<file path="config.mk">
export PLATFORM = sky130hd
export DESIGN_NAME = mc_controller
export DESIGN_NICKNAME = d
export VERILOG_FILES = /design/src/rtl/mc_pkg.sv /design/src/rtl/mc_controller_alu_decoder.sv /design/src/rtl/mc_controller.sv
export SDC_FILE = /design/constraint.sdc
export NUM_CORES = 1
export LEC_CHECK = 0
export CORE_MARGIN = 4
export CORE_UTILIZATION = 36
export CTS_CLUSTER_SIZE = 16
export DETAILED_ROUTE_END_ITERATION = 8
export PLACE_DENSITY = 0.78
export SYNTH_ARGS = -nofsm -noshare
export SYNTH_HDL_FRONTEND = slang
export SYNTH_SLANG_ARGS = --single-unit
</file>
<file path="constraint.sdc">
create_clock -name clk -period 1.7 [get_ports clk]
set_input_delay 0.34 -clock clk [delete_from_list [all_inputs] [get_ports clk]]
set_output_delay 0.34 -clock clk [all_outputs]
set_load 0.02 [all_outputs]
</file>
<file path="src/rtl/mc_pkg.sv">
`default_nettype none
// ============================================================================
// Module      : mc_pkg
// Description : Shared definitions for the multicycle controller: FSM state
//               encoding, opcode values, ALU control codes, immediate-format
//               codes and ALU operation classes.
// Revision    : 1.0  initial release
// ============================================================================
package mc_pkg;

  typedef enum logic [3:0] {
    S_FETCH    = 4'd0,
    S_DECODE   = 4'd1,
    S_MEMADR   = 4'd2,
    S_MEMREAD  = 4'd3,
    S_MEMWB    = 4'd4,
    S_MEMWRITE = 4'd5,
    S_EXECUTER = 4'd6,
    S_EXECUTEI = 4'd7,
    S_ALUWB    = 4'd8,
    S_BEQ      = 4'd9,
    S_JAL      = 4'd10
  } state_t;

  // Opcodes
  localparam logic [6:0] OP_LW   = 7'b0000011;
  localparam logic [6:0] OP_SW   = 7'b0100011;
  localparam logic [6:0] OP_R    = 7'b0110011;
  localparam logic [6:0] OP_IALU = 7'b0010011;
  localparam logic [6:0] OP_BEQ  = 7'b1100011;
  localparam logic [6:0] OP_JAL  = 7'b1101111;

  // ALU control codes
  localparam logic [2:0] ALU_ADD = 3'b000;
  localparam logic [2:0] ALU_SUB = 3'b001;
  localparam logic [2:0] ALU_AND = 3'b010;
  localparam logic [2:0] ALU_OR  = 3'b011;
  localparam logic [2:0] ALU_SLT = 3'b101;

  // Immediate formats
  localparam logic [1:0] IMM_I = 2'b00;
  localparam logic [1:0] IMM_S = 2'b01;
  localparam logic [1:0] IMM_B = 2'b10;
  localparam logic [1:0] IMM_J = 2'b11;

  // ALU operation classes issued by the FSM
  localparam logic [1:0] ALUOP_ADD  = 2'b00;
  localparam logic [1:0] ALUOP_SUB  = 2'b01;
  localparam logic [1:0] ALUOP_FUNC = 2'b10;

endpackage
`default_nettype wire

</file>
<file path="src/rtl/mc_controller_alu_decoder.sv">
`default_nettype none
// ============================================================================
// Module      : alu_decoder
// Description : Maps the FSM ALU operation class plus instruction fields to
//               the ALU control code.
// Ports       : i_aluop      - operation class from FSM (add / sub / funct)
//               i_funct3     - instruction bits 14:12
//               i_op5        - opcode bit 5 (1 = R-type, 0 = I-type ALU)
//               i_funct7b5   - instruction bit 30
//               o_alucontrol - ALU operation select
// Revision    : 1.0  initial release
// ============================================================================
module alu_decoder
  import mc_pkg::*;
(
  input  logic [1:0] i_aluop,
  input  logic [2:0] i_funct3,
  input  logic       i_op5,
  input  logic       i_funct7b5,
  output logic [2:0] o_alucontrol
);

  always_comb begin
    o_alucontrol = ALU_ADD;
    case (i_aluop)
      ALUOP_ADD: o_alucontrol = ALU_ADD;
      ALUOP_SUB: o_alucontrol = ALU_SUB;
      ALUOP_FUNC: begin
        case (i_funct3)
          // Only R-type distinguishes sub via bit 30; for addi that bit is
          // part of the immediate and must be ignored.
          3'b000:  o_alucontrol = (i_op5 & i_funct7b5) ? ALU_SUB : ALU_ADD;
          3'b010:  o_alucontrol = ALU_SLT;
          3'b110:  o_alucontrol = ALU_OR;
          3'b111:  o_alucontrol = ALU_AND;
          default: o_alucontrol = ALU_ADD;
        endcase
      end
      default: o_alucontrol = ALU_ADD;
    endcase
  end

endmodule
`default_nettype wire

</file>
<file path="src/rtl/mc_controller.sv">
`default_nettype none
// ============================================================================
// Module      : mc_controller
// Description : Multicycle RISC-V style main controller: FSM sequencing
//               fetch/decode/execute, immediate-format decode and ALU decode.
// Ports       : clk, rst_n        - clock, async active-low reset
//               i_op, i_funct3, i_funct7b5 - instruction fields
//               i_zero            - ALU zero flag (branch resolve)
//               i_mem_ready       - memory access completes this cycle
//               o_immsrc, o_alusrca, o_alusrcb, o_resultsrc, o_adrsrc,
//               o_alucontrol      - datapath selects
//               o_irwrite, o_pcwrite, o_regwrite, o_memwrite - enables
//               o_state           - current FSM state (debug)
// Revision    : 1.0  initial release
// ============================================================================
module mc_controller
  import mc_pkg::*;
(
  input  logic       clk,
  input  logic       rst_n,
  input  logic [6:0] i_op,
  input  logic [2:0] i_funct3,
  input  logic       i_funct7b5,
  input  logic       i_zero,
  input  logic       i_mem_ready,
  output logic [1:0] o_immsrc,
  output logic [1:0] o_alusrca,
  output logic [1:0] o_alusrcb,
  output logic [1:0] o_resultsrc,
  output logic       o_adrsrc,
  output logic [2:0] o_alucontrol,
  output logic       o_irwrite,
  output logic       o_pcwrite,
  output logic       o_regwrite,
  output logic       o_memwrite,
  output logic [3:0] o_state
);

  state_t     r_state;
  state_t     w_next;
  logic [1:0] w_aluop;
  logic       w_irwrite;
  logic       w_pcwrite;
  logic       w_regwrite;
  logic       w_memwrite;

  always_ff @(posedge clk or negedge rst_n) begin
    if (!rst_n) r_state <= S_FETCH;
    else        r_state <= w_next;
  end

  always_comb begin
    w_next      = S_FETCH;
    o_adrsrc    = 1'b0;
    o_alusrca   = 2'b00;
    o_alusrcb   = 2'b00;
    o_resultsrc = 2'b00;
    w_aluop     = ALUOP_ADD;
    w_irwrite   = 1'b0;
    w_pcwrite   = 1'b0;
    w_regwrite  = 1'b0;
    w_memwrite  = 1'b0;
    case (r_state)
      S_FETCH: begin
        o_alusrcb   = 2'b10;
        o_resultsrc = 2'b10;
        w_irwrite   = i_mem_ready;
        w_pcwrite   = i_mem_ready;
        w_next      = i_mem_ready ? S_DECODE : S_FETCH;
      end
      S_DECODE: begin
        o_alusrca = 2'b01;
        o_alusrcb = 2'b01;
        case (i_op)
          OP_LW, OP_SW: w_next = S_MEMADR;
          OP_R:         w_next = S_EXECUTER;
          OP_IALU:      w_next = S_EXECUTEI;
          OP_BEQ:       w_next = S_BEQ;
          OP_JAL:       w_next = S_JAL;
          default:      w_next = S_FETCH;   // unknown opcode executes as NOP
        endcase
      end
      S_MEMADR: begin
        o_alusrca = 2'b10;
        o_alusrcb = 2'b01;
        w_next    = (i_op == OP_SW) ? S_MEMWRITE : S_MEMREAD;
      end
      S_MEMREAD: begin
        o_adrsrc = 1'b1;
        w_next   = i_mem_ready ? S_MEMWB : S_MEMREAD;
      end
      S_MEMWB: begin
        o_resultsrc = 2'b01;
        w_regwrite  = 1'b1;
      end
      S_MEMWRITE: begin
        o_adrsrc   = 1'b1;
        w_memwrite = 1'b1;
        w_next     = i_mem_ready ? S_FETCH : S_MEMWRITE;
      end
      S_EXECUTER: begin
        o_alusrca = 2'b10;
        w_aluop   = ALUOP_FUNC;
        w_next    = S_ALUWB;
      end
      S_EXECUTEI: begin
        o_alusrca = 2'b10;
        o_alusrcb = 2'b01;
        w_aluop   = ALUOP_FUNC;
        w_next    = S_ALUWB;
      end
      S_ALUWB: begin
        w_regwrite = 1'b1;
      end
      S_BEQ: begin
        o_alusrca = 2'b10;
        w_aluop   = ALUOP_SUB;
        w_pcwrite = i_zero;
      end
      S_JAL: begin
        o_alusrca = 2'b01;
        o_alusrcb = 2'b10;
        w_pcwrite = 1'b1;
        w_next    = S_ALUWB;
      end
      default: w_next = S_FETCH;   // unused codes recover with no writes
    endcase
  end

  // FETCH is combinationally sensitive to mem_ready, so the enables are
  // masked directly by reset rather than relying on the state register.
  assign o_irwrite  = w_irwrite  & rst_n;
  assign o_pcwrite  = w_pcwrite  & rst_n;
  assign o_regwrite = w_regwrite & rst_n;
  assign o_memwrite = w_memwrite & rst_n;
  assign o_state    = r_state;

  always_comb begin
    case (i_op)
      OP_SW:   o_immsrc = IMM_S;
      OP_BEQ:  o_immsrc = IMM_B;
      OP_JAL:  o_immsrc = IMM_J;
      default: o_immsrc = IMM_I;
    endcase
  end

  alu_decoder u_alu_decoder (
    .i_aluop      (w_aluop),
    .i_funct3     (i_funct3),
    .i_op5        (i_op[5]),
    .i_funct7b5   (i_funct7b5),
    .o_alucontrol (o_alucontrol)
  );

endmodule
`default_nettype wire

</file>
==> results_dict.tcl, run 1 <==
set metrics [dict create \
    outcome "complete, but fails checks" \
    violations "negative setup slack" \
    final_common_cell "buf_4" \
    clkTransAtPathRegs_ns 0.04 \
    die_y_um 48.1 \
    slowest_stage "dfrtp_2" \
    route.detailed.drc 0 \
    cts-root-buf "clkbuf_4" \
    cts_sinks 4 \
    layout_common_cells "buf_4 (36), dlygate4sd2_1 (9), buf_6 (9), nor2_1 (8)" \
    wire_per_inst_um 14.6 \
    grt_first_pass_wirelength_um 3530 \
    fin_hold_ws_ns 0.114 \
    fmax_mhz 521 \
    insertedDiodeCount 0 \
    crit_fanout 5 \
    fp-row-count 14 \
    hpwl_um 1760 \
    worst_slew_pin_slew_ns 0.306 \
    grtUsageMet2 0.422 \
    largest_reg_flops 4 \
    ff2ff_path_depth 5 \
    dr.pass1.iters 4 \
    p_per_area_mw_per_mm2 551 \
    start_util 0.384 \
    synth_nets 103 \
    ys_ff_latch 4 \
    r2r-start "o_state[2]$_DFF_PN0_" \
    peakVddDrop_mv 0.538 \
    grt_pass1_vias 830 \
    grt_usage 0.216 \
    rsz0062_at_grt "yes" \
    hold_violations 0 \
    post-route-util 0.875 \
    synth_warnings 0 \
    setup_viol 8 \
    syn-cell-area_um2 578 \
    crit_chain "and2b_1, a21oi_1, mux2_4, nor3b_4, buf_6" \
    finalNonFillerCells 166 \
    cts_inserted_buffers 3 \
    vias 895 \
    synth.distinct_cells 31 \
    cp-start-kind "register" \
    avgSynthCellArea_um2 6.72 \
    area_delta_synth_final_pct 128 \
    netlist_instances 86 \
    drt_iter0_markers 21 \
    slowest_delay_ns 0.42 \
    drive_gt1_frac 0.533 \
    r2r_slack_ns 0.08 \
    port_buffers 34 \
    antenna_found_initial 0 \
    synth_seq_area_share 0.173 \
    busiest_layer "met2" \
    io_pins 35 \
    worst_slack_ns -0.221 \
    crit_arrival_ns 1.58 \
    die_area_mm2 0.00231 \
    criticalPathCategory "register to output pin" \
    dp_cells 160 \
    drv_slew 0 \
    cp-end-kind "output pin" \
    core_area_mm2 0.00151 \
    fin_nets 169 \
    cts_tree "done" \
    grt-ovfl-total 0 \
    min_path_type "primary input to async pin" \
    met3_usage 0.0188 \
    ant_nets 0 \
    cts_max_path_buffers 2 \
    vias_per_cell 5.39 \
    finalWirelength_um 2420 \
    layout_min_cycle_time_ns 1.92 \
    grt_start_max_net_pins 19 \
    cp_num_buf_inv 1 \
    die_x_um 48.1 \
    clk_latency_ns 0.24 \
    gp_congestion 0.838 \
    postPlaceCellArea_mm2 0.00121 \
    htreeDepth 1 \
    drv_cap 0 \
    critPathTopFamily "simple AND/OR/NAND/NOR gates" \
    required_ns 1.36 \
    finClkSkew_ns 0.00607 \
    grt_use_met1 0.234 \
    period_share 1.13 \
    relSlewSlack 0.796 \
    p_leak_nw 0.652 \
    regToRegEndpoint "o_state[0]$_DFF_PN0_" \
    fin_area_mm2 0.00132 \
]
## metrics by stage
stage | power [mW] | setup slack, ns | TNS [ns]
4_1_cts | 0.683 | -0.244 | -1.04
3_5_place_dp | 0.584 | -0.640 | -5.97
6_report | 0.726 | -0.221 | -0.902
2_1_floorplan | 0.347 | 0.00314 | 0
5_1_grt | 0.774 | -0.300 | -1.63
3_3_place_gp | 0.571 | -0.558 | -5.51
## cells in the mapped netlist
cell | count | area (um^2)
nor2_1 | 11 | 41.3
a21oi_1 | 7 | 35.0
nand2_1 | 7 | 26.3
nand2b_1 | 6 | 37.5
nor3_1 | 6 | 30.0
inv_1 | 5 | 18.8
dfrtp_1 | 4 | 100
buf_2 | 3 | 15.0
nor2b_1 | 3 | 18.8
nor3b_1 | 3 | 22.5
a22oi_1 | 2 | 15.0
a31oi_1 | 2 | 12.5
and3_1 | 2 | 12.5
clkbuf_1 | 2 | 7.51
ha_1 | 2 | 25.0
nand4_1 | 2 | 12.5
nor4_1 | 2 | 12.5
o21ai_0 | 2 | 10.0
o22ai_1 | 2 | 12.5
xor2_1 | 2 | 17.5
a211oi_1 | 1 | 7.51
a221oi_1 | 1 | 8.76
a31o_2 | 1 | 8.76
and2b_1 | 1 | 7.51
mux2_2 | 1 | 11.3
nand3_1 | 1 | 5.00
nand3b_1 | 1 | 7.51
nand4b_1 | 1 | 8.76
nor2b_4 | 1 | 13.8
or4_1 | 1 | 7.51
xnor2_1 | 1 | 8.76
## cells by family after synthesis
logic type,Yosys count,share of synthesized area
AND/OR/NAND/NOR,48,0.457
flip-flops,4,0.173
adder cells (fa/ha/maj),2,0.0433
buffers and inverters,10,0.0714
AO/OA/AOI/OAI,18,0.190
multiplexers,1,0.0195
XOR/XNOR,3,0.0455
## per-layer routing
layer	wire length, um	up-vias
li1	-	435
met1	996	421
met2	1290	35
met3	94	4
met4	31	0
met5	0	-
## repair_timing
action                     in CTS  in global routing
resized for setup              99                 22
cloned                          0                  0
pin swaps                       9                  8
hold buffers                    0                  0
buffers inserted                2                  3
setup endpoints to repair      18                 17
## worst max path at each step
stage                         startpoint               to  slack, ns  cells past startpoint
finish              o_state[0]$_DFF_PN0_        o_pcwrite      -0.22                      5
global route        o_state[1]$_DFF_PN0_  o_alucontrol[1]      -0.30                      5
CTS                 o_state[1]$_DFF_PN0_  o_alucontrol[1]      -0.24                      5
global placement                 i_op[5]      o_immsrc[1]      -0.56                      4
floorplan           o_state[2]$_DFF_PN0_  o_alucontrol[1]      0.003                      6
detailed placement           i_mem_ready        o_pcwrite      -0.64                      5
## cell type report
type | instances | area, um^2
Clock buffer | 3 | 22.5
Fill cell | 85 | 189
Inverter | 5 | 18.8
Multi-Input combinational cell | 72 | 588
Sequential cell | 4 | 105
Tap cell | 16 | 20.0
Timing Repair Buffer | 66 | 563
## power by group
group / switching, mW / leakage, nW / internal (mW) / total, mW
Clock: 0.0413 / 0.0138 / 0.0791 / 0.120
Sequential: 0.0144 / 0.0479 / 0.107 / 0.122
Combinational: 0.246 / 0.590 / 0.239 / 0.484
Power figures use the tool's default switching activity.
==> run 2, diff against run 1 <==
CELL_PAD_IN_SITES_DETAIL_PLACEMENT = 1   (was not set)
CELL_PAD_IN_SITES_GLOBAL_PLACEMENT = 1   (was not set)
CORE_UTILIZATION = 24   (was 36)
PLACE_DENSITY = not set   (was 0.78)
PLACE_DENSITY_LB_ADDON = 0.1   (was not set)
==> run 2 against run 1 <==
  * Via count grew 14%
  * Clock power up 7%
  * Sequential power barely moved
  * Count of clock-buffer cells in the layout did not move
  * Clock skew shrank 0.0044 ns
  * Worst setup slack lost 0.020 ns
  * Non-clock buffer count rose by 10
  * The run still ends with negative setup slack left
  * Routed wire length grew 51%
  * Core utilization is 22 points lower
  * Critical path depth grew 1
  * Cell count up 13%
==> results_dict.tcl, run 2 (same netlist as run 1, synthesis figures left out) <==
set metrics [dict create \
    grt_usage 0.192 \
    io_pins 35 \
    cts-root-buf "clkbuf_4" \
    outcome "complete, but fails checks" \
    crit_fanout 4 \
    p_leak_nw 0.721 \
    min_path_type "primary input to async pin" \
    clkTransAtPathRegs_ns 0.04 \
    relSlewSlack 0.726 \
    cts_sinks 4 \
    critPathTopFamily "flip-flops" \
    start_util 0.256 \
    cts_tree "done" \
    postPlaceCellArea_mm2 0.00123 \
    crit_arrival_ns 1.60 \
    drt_iter0_markers 27 \
    htreeDepth 1 \
    fin_hold_ws_ns 0.545 \
    die_x_um 57.1 \
    finalWirelength_um 3640 \
    grt_pass1_vias 1008 \
    rsz0062_at_grt "yes" \
    regToRegEndpoint "o_state[0]$_DFF_PN0_" \
    cp_num_buf_inv 2 \
    finalNonFillerCells 188 \
    drv_slew 0 \
    grt_start_max_net_pins 17 \
    vias 1018 \
    die_area_mm2 0.00326 \
    vias_per_cell 5.41 \
    criticalPathCategory "register to output pin" \
    r2r_slack_ns -0.15 \
    violations "negative setup slack" \
    cts_max_path_buffers 2 \
    fin_nets 179 \
    die_y_um 57.1 \
    p_per_area_mw_per_mm2 578 \
    period_share 1.14 \
    hold_violations 0 \
    worst_slack_ns -0.241 \
    finClkSkew_ns 0.00168 \
    worst_slew_pin_slew_ns 0.411 \
    drv_cap 0 \
    ff2ff_path_depth 6 \
    ant_nets 0 \
    slowest_stage "dfrtp_2" \
    setup_viol 12 \
    layout_common_cells "buf_4 (36), buf_6 (15), dlygate4sd2_1 (10), nor2_1 (7)" \
    antenna_found_initial 0 \
    dp_worst_setup_slack_ns -0.635 \
    dr.pass1.iters 4 \
    slowest_delay_ns 0.44 \
    route.detailed.drc 0 \
    cts_inserted_buffers 3 \
    core_area_mm2 0.00225 \
    setup_tns_ns -1.40 \
    insertedDiodeCount 0 \
    required_ns 1.36 \
    clk_latency_ns 0.24 \
    wire_per_inst_um 19.4 \
    area_delta_synth_final_pct 156 \
    hpwl_um 2070 \
    layout_min_cycle_time_ns 1.94 \
    final_common_cell "buf_4" \
    r2r-start "o_state[3]$_DFF_PN0_" \
    grt-ovfl-total 0 \
    largest_reg_flops 4 \
    grt_first_pass_wirelength_um 4870 \
    dp_cells 173 \
    fp-row-count 17 \
    drive_gt1_frac 0.588 \
    cp-end-kind "output pin" \
    cp-start-kind "register" \
    fmax_mhz 515 \
    peakVddDrop_mv 0.373 \
    gp_congestion 0.784 \
    fin_area_mm2 0.00148 \
    crit_chain "nor2b_4, buf_4, a21oi_1, mux2_4, nor3b_4, buf_6" \
    port_buffers 34 \
]
[run 2: layer usage]
metal,GRT usage,wire length (um)
met1,0.206,1450
met5,0,0
met4,0.0993,105
met3,0.0158,139
met2,0.367,1950
[run 2: cell type report]
class                      count  area [um^2]
tap                           28         35.0
inverter                       5         18.8
sequential                     4          105
fill                         273          777
timing repair buffer          76          687
clock buffer                   3         22.5
multi-input combinational     72          609
[run 2: worst max path at each step]
stage,start,slack [ns],cells past startpoint,to
final,o_state[1]$_DFF_PN0_,-0.24,6,o_pcwrite
after detailed placement,i_funct3[2],-0.63,6,o_alucontrol[0]
after global routing,o_state[1]$_DFF_PN0_,-0.30,6,o_pcwrite
after floorplan,o_state[2]$_DFF_PN0_,0.003,6,o_alucontrol[1]
after CTS,o_state[1]$_DFF_PN0_,-0.22,5,o_alucontrol[1]
after global placement,i_mem_ready,-0.56,5,o_pcwrite
[run 2: timing repair]
action | in CTS | in global routing
pin swaps | 7 | 5
hold buffers | 0 | 0
hold endpoints to repair | 0 | 0
resized for setup | 113 | 26
setup buffers | 9 | 2
gates cloned | 0 | 1
endpoints found under the setup margin | 17 | 17
[run 2: tightest hold or removal path, stage by stage]
cell	delay, ns
clkdlybuf4s50_1	0.52
buf_4	0.13
buf_4	0.13
[run 2: power by group]
group	internal, mW	switching, mW	total (mW)
logic	0.299	0.304	0.603
clock network	0.0796	0.0485	0.128
registers	0.107	0.0166	0.124
total	0.485	0.369	0.855
[run 2: stage by stage]
stage	util	total power [mW]
finish	0.655	0.855
global route	0.655	0.895
CTS	0.596	0.754
detailed placement	0.547	0.597
global placement	0.547	0.586
floorplan	-	0.347
==> run 3, diff against run 2 <==
CTS_CLUSTER_DIAMETER = 150   (was not set)
REMOVE_ABC_BUFFERS = 1   (was not set)
==> run 3 against run 2 <==
  * The run still ends with negative setup slack left
  * Count of clock-buffer cells in the layout did not move
  * Critical path depth unchanged
  * Power shrank 12%
  * Combinational power down 14%
  * Clock power is 9% lower
  * Clock skew barely moved
  * Critical path type unchanged
  * Worst setup slack better by 0.0080 ns
  * Cell count shrank 2.1%
  * Non-clock buffer count down 4
  * Global-route usage fell by 2.2 points
  * Final area shrank 12%
  * Hold slack worse by 0.012 ns
==> results_dict.tcl, run 3 (same netlist as run 1, synthesis figures left out) <==
set metrics [dict create \
    route.detailed.drc 0 \
    core_area_mm2 0.00225 \
    violations "negative setup slack" \
    hpwl_um 2060 \
    cp-start-kind "register" \
    cts_max_path_buffers 2 \
    cts-root-buf "clkbuf_4" \
    grt_pass1_vias 949 \
    r2r-start "o_state[3]$_DFF_PN0_" \
    die_y_um 57.1 \
    fin_area_mm2 0.00130 \
    ant_nets 0 \
    drt_iter0_markers 24 \
    drv_cap 0 \
    start_util 0.256 \
    layout_common_cells "buf_4 (42), dlygate4sd2_1 (11), nor2_1 (9), clkdlybuf4s50_1 (7), buf_6 (7)" \
    rsz0062_at_grt "yes" \
    area_delta_synth_final_pct 125 \
    min_path_type "primary input to async pin" \
    outcome "complete, but fails checks" \
    crit_fanout 3 \
    required_ns 1.36 \
    die_area_mm2 0.00326 \
    vias 921 \
    grt_first_pass_wirelength_um 4360 \
    port_buffers 34 \
    relSlewSlack 0.845 \
    worst_slack_ns -0.233 \
    cts_tree "done" \
    fp-row-count 17 \
    insertedDiodeCount 0 \
    setup_viol 10 \
    fin_nets 175 \
    largest_reg_flops 4 \
    power_mw 0.752 \
    cts_sinks 4 \
    fmax_mhz 517 \
    worst_slew_pin_slew_ns 0.231 \
    vias_per_cell 5.01 \
    die_x_um 57.1 \
    cts_inserted_buffers 3 \
    criticalPathCategory "register to output pin" \
    p_per_area_mw_per_mm2 577 \
    drive_gt1_frac 0.500 \
    final_common_cell "buf_4" \
    htreeDepth 1 \
    critPathLaunch "o_state[0]$_DFF_PN0_" \
    gp_congestion 0.809 \
    grt_usage 0.170 \
    wire_per_inst_um 14.8 \
    antenna_found_initial 0 \
    fin_hold_ws_ns 0.532 \
    dp_worst_setup_slack_ns -0.626 \
    dr.pass1.iters 4 \
    grt-ovfl-total 0 \
    crit_arrival_ns 1.59 \
    drv_slew 0 \
    cp-end-kind "output pin" \
    clk_latency_ns 0.23 \
    period_share 1.14 \
    finClkSkew_ns 0.00119 \
    hold_violations 0 \
    postPlaceCellArea_mm2 0.00116 \
    peakVddDrop_mv 0.373 \
    io_pins 35 \
    p_leak_nw 0.650 \
    clkTransAtPathRegs_ns 0.04 \
    finalWirelength_um 2720 \
    grt_start_max_net_pins 20 \
    layout_min_cycle_time_ns 1.93 \
]
[run 3: cell count changes in the layout (fill, tap and decap cells not counted), moves of 3 or more]
| cell | change |
|---|---|
| buf_6 | -8 |
| buf_4 | +6 |
| dfrtp_1 | +3 |
| dfrtp_2 | -3 |
[run 3: metal layers]
metal  routed length, um  up-vias  share of wire  track usage
met5                   0        -              0            0
met4                  34        0          0.012       0.0728
met3                  85        2          0.031       0.0294
met2                1460       21           0.54        0.297
met1                1140      450           0.42        0.202
li1                    -      448              -            -
[run 3: final timing paths]
kind                                   endpoint  slack [ns]  depth (start not counted)
min in group clk           o_state[0]$_DFF_PN0_        0.68                          3
min                        o_state[0]$_DFF_PN0_        0.53                          3
min reg2reg                o_state[3]$_DFF_PN0_        0.76                          2
max                                   o_pcwrite       -0.23                          6
max reg2reg                o_state[0]$_DFF_PN0_        0.01                          6
max in group asynchronous  o_state[1]$_DFF_PN0_        1.06                          3
[run 3: worst max-delay path, stage by stage (launching register included)]
cell	delay (ns)
dfrtp_1	0.40
buf_6	0.13
and2b_2	0.23
a21oi_2	0.04
mux2_4	0.26
nor3b_2	0.15
buf_4	0.16
[run 3: what timing repair did]
item	in CTS	in global routing
endpoints found under the setup margin	20	14
buffers inserted	5	2
hold buffers	0	0
gates resized for setup	103	23
pin swaps	6	7
[run 3: layout make-up]
type	count	area, um^2
inverters	5	18.8
fillers	289	952
clock buffers	3	22.5
multi-input cells	72	539
repair buffers	72	586
flip-flops and latches	4	101
well taps	28	35.0
[run 3: power by group]
group / internal [mW] / switching [mW]
clock network: 0.0789 / 0.0380
logic: 0.264 / 0.252
registers: 0.106 / 0.0127
total: 0.449 / 0.303
[run 3: metrics by stage]
step | TNS (ns) | std cells | util
after global routing | -2.37 | 184 | 0.578
after floorplan | -1.93 | 81 | -
final | -1.28 | 184 | 0.578
after global placement | -5.62 | 174 | 0.516
after detailed placement | -6.27 | 174 | 0.516
after CTS | -1.28 | 182 | 0.539
